==> config.mk <==
export PLATFORM = sky130hd
export DESIGN_NAME = demux16_reg_bank
export DESIGN_NICKNAME = d
export VERILOG_FILES = /design/src/rtl/demux16_reg_bank_pkg.sv /design/src/rtl/demux16_reg_bank_slot_reg.sv /design/src/rtl/demux16_reg_bank.sv
export SDC_FILE = /design/constraint.sdc
export NUM_CORES = 1
export LEC_CHECK = 0
export BUFFER_PORTS_ARGS = -buffer_cell sky130_fd_sc_hd__buf_2
export CAP_MARGIN = 20
export CORE_ASPECT_RATIO = 0.8
export CORE_MARGIN = 10
export CORE_UTILIZATION = 55
export DETAILED_ROUTE_END_ITERATION = 7
export GPL_ROUTABILITY_DRIVEN = 0
export PLACE_DENSITY = 0.85
export SLEW_MARGIN = 5
export SYNTH_ARGS = -nofsm -noshare
export SYNTH_HDL_FRONTEND = slang
export SYNTH_SLANG_ARGS = --single-unit
==> constraint.sdc <==
create_clock -name Clock -period 3.4 [get_ports Clock]
set_input_delay 0.17 -clock Clock [delete_from_list [all_inputs] [get_ports Clock]]
set_output_delay 0.17 -clock Clock [all_outputs]
set_load 0.01 [all_outputs]
==> src/rtl/demux16_reg_bank_pkg.sv <==
// Shared constants for the 16-slot write-side register bank feeding the ATM 16:1 word mux.
package demux16_reg_bank_pkg;
  localparam int SLOTS = 16;
  localparam int IDX_W = 4;

  localparam logic [1:0] ST_IDLE = 2'b00;
  localparam logic [1:0] ST_LOAD = 2'b01;
  localparam logic [1:0] ST_DONE = 2'b10;

  function automatic logic [SLOTS-1:0] onehot(input logic [IDX_W-1:0] idx);
    return {{(SLOTS-1){1'b0}}, 1'b1} << idx;
  endfunction
endpackage

==> src/rtl/demux16_reg_bank_slot_reg.sv <==
// One bank slot: WIDTH-bit register with sync active-low reset, clear and write enable.
module demux16_reg_bank_slot_reg #(
  parameter int               WIDTH   = 8,
  parameter logic [WIDTH-1:0] CLR_VAL = '0
) (
  input  logic             clk,
  input  logic             rst_n,
  input  logic             clr,
  input  logic             we,
  input  logic [WIDTH-1:0] d,
  output logic [WIDTH-1:0] q
);
  logic [WIDTH-1:0] r_q;

  always_ff @(posedge clk) begin
    if (!rst_n)   r_q <= CLR_VAL;
    else if (clr) r_q <= CLR_VAL;
    else if (we)  r_q <= d;
  end

  assign q = r_q;
endmodule

==> src/rtl/demux16_reg_bank.sv <==
// 1-to-16 register bank: addressed single writes or a 16-byte valid/ready stream load,
// with a per-slot valid mask. Slot outputs drive the 16:1 word mux directly.
module demux16_reg_bank
  import demux16_reg_bank_pkg::*;
#(
  parameter int               WIDTH   = 8,
  parameter logic [WIDTH-1:0] CLR_VAL = '0
) (
  input  logic             Clock,
  input  logic             Resetn,
  input  logic             S3,
  input  logic             S2,
  input  logic             S1,
  input  logic             S0,
  input  logic             WE,
  input  logic [WIDTH-1:0] Data,
  input  logic             Start,
  input  logic             InValid,
  input  logic             Clr,
  output logic             InReady,
  output logic             Busy,
  output logic             Done,
  output logic             Full,
  output logic [15:0]      VMask,
  output logic [WIDTH-1:0] W0,
  output logic [WIDTH-1:0] W1,
  output logic [WIDTH-1:0] W2,
  output logic [WIDTH-1:0] W3,
  output logic [WIDTH-1:0] W4,
  output logic [WIDTH-1:0] W5,
  output logic [WIDTH-1:0] W6,
  output logic [WIDTH-1:0] W7,
  output logic [WIDTH-1:0] W8,
  output logic [WIDTH-1:0] W9,
  output logic [WIDTH-1:0] W10,
  output logic [WIDTH-1:0] W11,
  output logic [WIDTH-1:0] W12,
  output logic [WIDTH-1:0] W13,
  output logic [WIDTH-1:0] W14,
  output logic [WIDTH-1:0] W15
);
  logic [1:0]                   r_state;
  logic [IDX_W-1:0]             r_ptr;
  logic [SLOTS-1:0]             r_vmask;
  logic [IDX_W-1:0]             w_addr;
  logic                         w_strm_wr;
  logic                         w_sgl_wr;
  logic [SLOTS-1:0]             w_wr_sel;
  logic [SLOTS-1:0][WIDTH-1:0]  w_slots;

  assign w_addr = {S3, S2, S1, S0};

  // Clr and Start both outrank any write in the same cycle.
  assign w_strm_wr = (r_state == ST_LOAD) && InValid && !Start && !Clr;
  assign w_sgl_wr  = (r_state == ST_IDLE) && WE && !Start && !Clr;
  assign w_wr_sel  = w_strm_wr ? onehot(r_ptr)
                   : w_sgl_wr  ? onehot(w_addr)
                   : '0;

  always_ff @(posedge Clock) begin
    if (!Resetn) begin
      r_state <= ST_IDLE;
      r_ptr   <= '0;
      r_vmask <= '0;
    end else begin
      if (Clr) r_vmask <= '0;
      else     r_vmask <= r_vmask | w_wr_sel;

      // Clr leaves the stream position alone; only the DONE pulse still retires.
      if (Clr) begin
        if (r_state == ST_DONE) r_state <= ST_IDLE;
      end else if (Start) begin
        r_state <= ST_LOAD;
        r_ptr   <= '0;
      end else begin
        case (r_state)
          ST_IDLE: ;
          ST_LOAD: if (InValid) begin
            r_ptr <= r_ptr + 1'b1;
            if (&r_ptr) r_state <= ST_DONE;
          end
          default: r_state <= ST_IDLE;
        endcase
      end
    end
  end

  for (genvar g = 0; g < SLOTS; g++) begin : g_slot
    demux16_reg_bank_slot_reg #(
      .WIDTH   (WIDTH),
      .CLR_VAL (CLR_VAL)
    ) u_slot (
      .clk   (Clock),
      .rst_n (Resetn),
      .clr   (Clr),
      .we    (w_wr_sel[g]),
      .d     (Data),
      .q     (w_slots[g])
    );
  end

  assign InReady = (r_state == ST_LOAD);
  assign Busy    = (r_state != ST_IDLE);
  assign Done    = (r_state == ST_DONE);
  assign VMask   = r_vmask;
  assign Full    = &r_vmask;

  assign W0  = w_slots[0];
  assign W1  = w_slots[1];
  assign W2  = w_slots[2];
  assign W3  = w_slots[3];
  assign W4  = w_slots[4];
  assign W5  = w_slots[5];
  assign W6  = w_slots[6];
  assign W7  = w_slots[7];
  assign W8  = w_slots[8];
  assign W9  = w_slots[9];
  assign W10 = w_slots[10];
  assign W11 = w_slots[11];
  assign W12 = w_slots[12];
  assign W13 = w_slots[13];
  assign W14 = w_slots[14];
  assign W15 = w_slots[15];
endmodule

Word level (Yosys, flattened, before mapping)

Cells that the tools add are included.

$add $sub $neg: 1
Equality and inequality tests: 6
Shifts and indexed selects: 2
Mux-type cells: 11
Bitwise logic cells: 3
Reduce and logical (&&, ||, !) cells: 17

Operator list:

| operator               | count |
|---|---|
| $mux W16               | 2 |
| $shl A1 B4 Y16 const A | 2 |
| $or A16 B16 Y16        | 1 |
| $reduce_and A16 Y1     | 1 |
| $mux W4                | 3 |
| $mux W2                | 5 |
| $reduce_and A4 Y1      | 2 |
| $logic_and A1 B1 Y1    | 6 |
| $reduce_bool A2 Y1     | 3 |
| $add A4 B1 Y4 const B  | 1 |
| $ne A4 B3 Y1 const B   | 1 |
| $ne A4 B4 Y1 const B   | 1 |
| $pmux W2 S2            | 1 |
| $ne A3 B3 Y1 const B   | 1 |
| $reduce_and A3 Y1      | 1 |
| $eq A2 B1 Y1 const B   | 1 |
| $eq A2 B2 Y1 const B   | 1 |
| $logic_not A1 Y1       | 2 |
| $logic_not A2 Y1       | 1 |
| $ne A2 B1 Y1 const B   | 1 |
| $not A1 Y1             | 2 |
| $reduce_or A2 Y1       | 1 |

Flip-flop bits (word level): 150
Input bits: 18
Output and inout port bits: 148
Word-level logic and storage cells: 59

Depth between registers and ports, before layout

Depth in word-level cells: 7
Depth in mapped cells: 7
Mapped depth without buffers: 6

Hierarchy

From an unflattened synthesis, not the netlist that was laid out.

Cells, all modules: 596
Area total of the unflattened synthesis: 6110.9 um^2

By module, submodules not included:

| module                    | times used | cells each | area an instance (um^2) | seq. area each (um^2) |
|---|---|---|---|---|
| demux16_reg_bank_slot_reg | 16         | 27         | 292.8                   | 160.2 |
| demux16_reg_bank          | 1          | 164        | 1426.4                  | 440.4 |

Worst setup path after synthesis

OpenSTA, ideal clock, no wires.

Path kind: reg-to-reg
From: register r_state[1]
To: register g_slot[0].u_slot.r_q[0]
Setup time: 132 ps
Arrival: 1894 ps
Data required time: 3268 ps
Slack: 1374 ps
Stages on the path, launching flop included: 6
Buffers on the path: 1
Period minus slack after synthesis: 2026 ps
Path through: dfxtp_1 > or4_4 > or4b_4 > o22a_1 > buf_6 > mux2i_1

Cells in the longest elaborated chain, start to end: 6
Elaborated cells on any way between the ends: 10
Those cells by class: 1 x eq/ne; 2 x mux; 7 x reduce/logical

RTL lines:

| what                              | RTL line                        | RTL |
|---|---|---|
| start, declared                   | demux16_reg_bank.sv:42          | `logic [1:0] r_state;` |
| start signal, assigned            | demux16_reg_bank.sv:62          | `r_state <= ST_IDLE;` |
| start signal, assigned            | demux16_reg_bank.sv:71          | `if (r_state == ST_DONE) r_state <= ST_IDLE;` |
| start signal, assigned            | demux16_reg_bank.sv:73          | `r_state <= ST_LOAD;` |
| $logic_not A2 Y1                  | demux16_reg_bank.sv:55          | `assign w_sgl_wr = (r_state == ST_IDLE) && WE && !Start && !Clr;` |
| $logic_and A1 B1 Y1 (3 in series) | demux16_reg_bank.sv:55          |  |
| $mux W16                          | demux16_reg_bank.sv:57          | `: w_sgl_wr ? onehot(w_addr)` |
| $mux W16 (*)                      | demux16_reg_bank.sv:56          | `assign w_wr_sel = w_strm_wr ? onehot(r_ptr)` |
| end signal, assigned              | demux16_reg_bank_slot_reg.sv:16 | `if (!rst_n) r_q <= CLR_VAL;` |
| end signal, assigned              | demux16_reg_bank_slot_reg.sv:17 | `else if (clr) r_q <= CLR_VAL;` |
| end signal, assigned              | demux16_reg_bank_slot_reg.sv:18 | `else if (we) r_q <= d;` |
| end, declared                     | demux16_reg_bank_slot_reg.sv:13 | `logic [WIDTH-1:0] r_q;` |

Every way passes the cells marked *; elsewhere a longest branch is shown, timed or not.
A chain may end at the register's enable or synchronous reset.

Final worst setup path

From: register r_state[1]
To: register g_slot[8].u_slot.r_q[4]

Cells in the longest elaborated chain, start to end: 6
Elaborated cells on any way between the ends: 10
Those cells by class: 1 x eq/ne; 2 x mux; 7 x reduce/logical

RTL lines:

| what                              | RTL line |
|---|---|
| $logic_not A2 Y1                  | demux16_reg_bank.sv:55 |
| $logic_and A1 B1 Y1 (3 in series) | demux16_reg_bank.sv:55 |
| $mux W16                          | demux16_reg_bank.sv:57 |
| $mux W16 (*)                      | demux16_reg_bank.sv:56 |
| end signal, assigned              | demux16_reg_bank_slot_reg.sv:16 |
| end signal, assigned              | demux16_reg_bank_slot_reg.sv:17 |
| end signal, assigned              | demux16_reg_bank_slot_reg.sv:18 |
| end, declared                     | demux16_reg_bank_slot_reg.sv:13 |

Marks and branches as above.

==> run metrics <==
status=completed; Final WS setup=1.12 ns; largest net degree at the start of global routing=69; crit-path max FO=9; diode count=0; worst skew pair latency=0.41 ns; largest family of logic cells by synthesized area=multiplexers; Synth top area share=52.4%; area leader, netlist=dfxtp_1; first-pass GRT wire length=26500 um; worst clock skew=0.00809 ns; post-cts resize count=0; hold buffer count at cts=0; WL per Instance=19.1 um; Slew headroom=14.6%; Switch Pwr=826 uW; Max VDD drop=450 uV; yosys warns=0; die height=111 um; most common cell after layout, fill and taps aside=buf_2; die area=14900 um2; syn_area_per_cell=9.88 um2; Initial Util=56.2%; post-DP HPWL=12000 um; via/cell ratio=5.38; sequential area share after synthesis=52.4%; num rows=33; setup TNS=0 ns; Min-Delay Path Class=primary input to register; vias in the first global route=4954; Final Cell Area=7210 um2; post-synthesis xor/xnor area fraction=0.153%; switching share of power=21.6%; IO Port Bufs=165; Compound-Gate Fraction of Synth Area=4.98%; Fin. Hold Viols=0; largest cells by area after synthesis=dfxtp_1 52%, mux2i_1 22%, nand2_1 9.6%, clkbuf_1 1.9%, o22a_1 1.7%; mapped cell area=5730 um2; CTS tree=yes; Pre-Repair DR Iteration Count=5; total track usage=22.0%; Slew Viols, Final=0; DRT iter0 DRCs=343; Max Cap Viol=0; Final min period=2.28 ns; Mapped Cells=580; grt total ovfl=0; H-Tree Depth=4; Post-synth top flop=dfxtp_1; power density over cell area=530 nW/um2; final net count=750; initial antenna violation count=0; drt drc=0; ANT nets after route=0; #FFs+latches synth=150; fmax=439 MHz; via count=4730; syn nets=604; Worst-Margin Slew=1.28 ns; Post-CTS Setup Inserts=0; Cell variety after synth=41; clk sinks=150; Synth Area in Simple Gates=13.8%; Boundary Pins=166; placeable core region=10200 um2; CP Data Arrival Time=2.52 ns; Leak=0.00399 uW; most frequent cells in the layout=165 x buf_2, 150 x dfxtp_1, 147 x nand2_1; required time worst endpoint=3.64 ns; layout cells sized above 1=28.1%; Sequential Power Share=46.2%; unrepaired setup endpoints after global routing=no; Worst setup EP type=register; Die X=134 um; synthesis-to-layout area growth=25.9%; Final period util=67.1%; total CTS buffers=17; multiplexer area fraction after synthesis=22.4%; Cell Area, Placed=6580 um2; pre-CTS setup slack=1.10 ns; Fillers=799; Pint=2990 uW; clock power share=50.8%; EDFF count, synth=0; asr flop ratio synth=0%; Pwr Total=3820 uW; routed wire length=16800 um; Comb pwr share=3.0%; crit path launch type=register; adder-cell area share of the yosys netlist=1.31%; Max Buffers Root-to-Sink=2; Clock Root Buffer=clkbuf_16; Setup-failing EPs final=0; Clk pin slew, worst setup/hold paths=0.06 ns; WS Path Type=register to register
[worst max-delay path, stage by stage, from the launching register on]
cell	delay, ns
dfxtp_1	0.37
or4_4	0.56
or4b_4	0.56
o22a_1	0.41
mux2i_1	0.20
[cell families after synthesis]
group | count (synthesis)
multiplexers | 128
buffers and inverters | 68
flip-flops | 150
adder cells (fa/ha/maj) | 6
XOR/XNOR | 1
AO/OA/AOI/OAI | 41
AND/OR/NAND/NOR | 186
[final cells by class]
class,instances,area [um2],share of cell area [%]
Tap cell,140,175,2.43
Clock inverter,13,171,2.38
Sequential cell,150,3000,41.7
Timing Repair Buffer,170,863,12.0
Multi-Input combinational cell,362,2450,34.0
Clock buffer,19,453,6.28
Inverter,25,93.8,1.30
[registers in the layout, indices dropped and copies added, names as in the netlist]
name             count
r_ptr                4
r_state              2
g_slot.u_slot.q    128
VMask               16
[synthesized netlist by cell type (all sizes together) (2+ instances only)]
| cell | number |
|---|---|
| or2 | 2 |
| dfxtp | 150 |
| mux2i | 128 |
| nor4 | 2 |
| nand2b | 3 |
| inv | 25 |
| a21oi | 17 |
| nand4 | 5 |
| buf | 14 |
| nand3 | 6 |
| a22oi | 2 |
| a32oi | 2 |
| nor3 | 2 |
| nor2 | 6 |
| clkbuf | 29 |
| nor2b | 4 |
| o22a | 11 |
| nand2 | 147 |
| ha | 6 |
[metrics by stage]
stage          utilization [%]  hold slack, ns  std cells
6_report                  70.7          0.0684        879
5_1_grt                   70.7          0.0758        879
4_1_cts                   70.6          0.0574        878
3_5_place_dp              64.5           0.450        846
3_3_place_gp              64.5           0.441        846
2_1_floorplan                -           0.292        580
[path summary, 6_finish.rpt]
| kind | startpoint | end | slack [ns] | cells past startpoint |
|---|---|---|---|---|
| hold / removal | Resetn | r_state[1] | 0.07 | 3 |
| setup / recovery | r_state[1] | g_slot[8].u_slot.q[4] | 1.12 | 4 |
| hold reg to reg | g_slot[11].u_slot.q[2] | g_slot[11].u_slot.q[2] | 0.46 | 2 |
| setup reg to reg | r_state[1] | g_slot[8].u_slot.q[4] | 1.12 | 4 |
[power by group through the flow]
stage | registers (uW) | clock network (uW) | logic, uW
floorplan | 1800 | 0 | 69.3
global placement | 1800 | 0 | 109
detailed placement | 1800 | 0 | 113
CTS | 1760 | 1960 | 114
global route | 1760 | 2040 | 123
finish | 1760 | 1940 | 115
[layer usage]
layer	wire length [um]	global-route usage [%]	share of wire, %	vias to the layer above
met5	0	0	0	-
met4	277	7.53	1.7	0
met3	1440	8.29	8.6	34
met2	8070	37.0	48	207
met1	7000	25.1	42	2268
li1	-	-	-	2221
(Power assumes the default switching activity.)
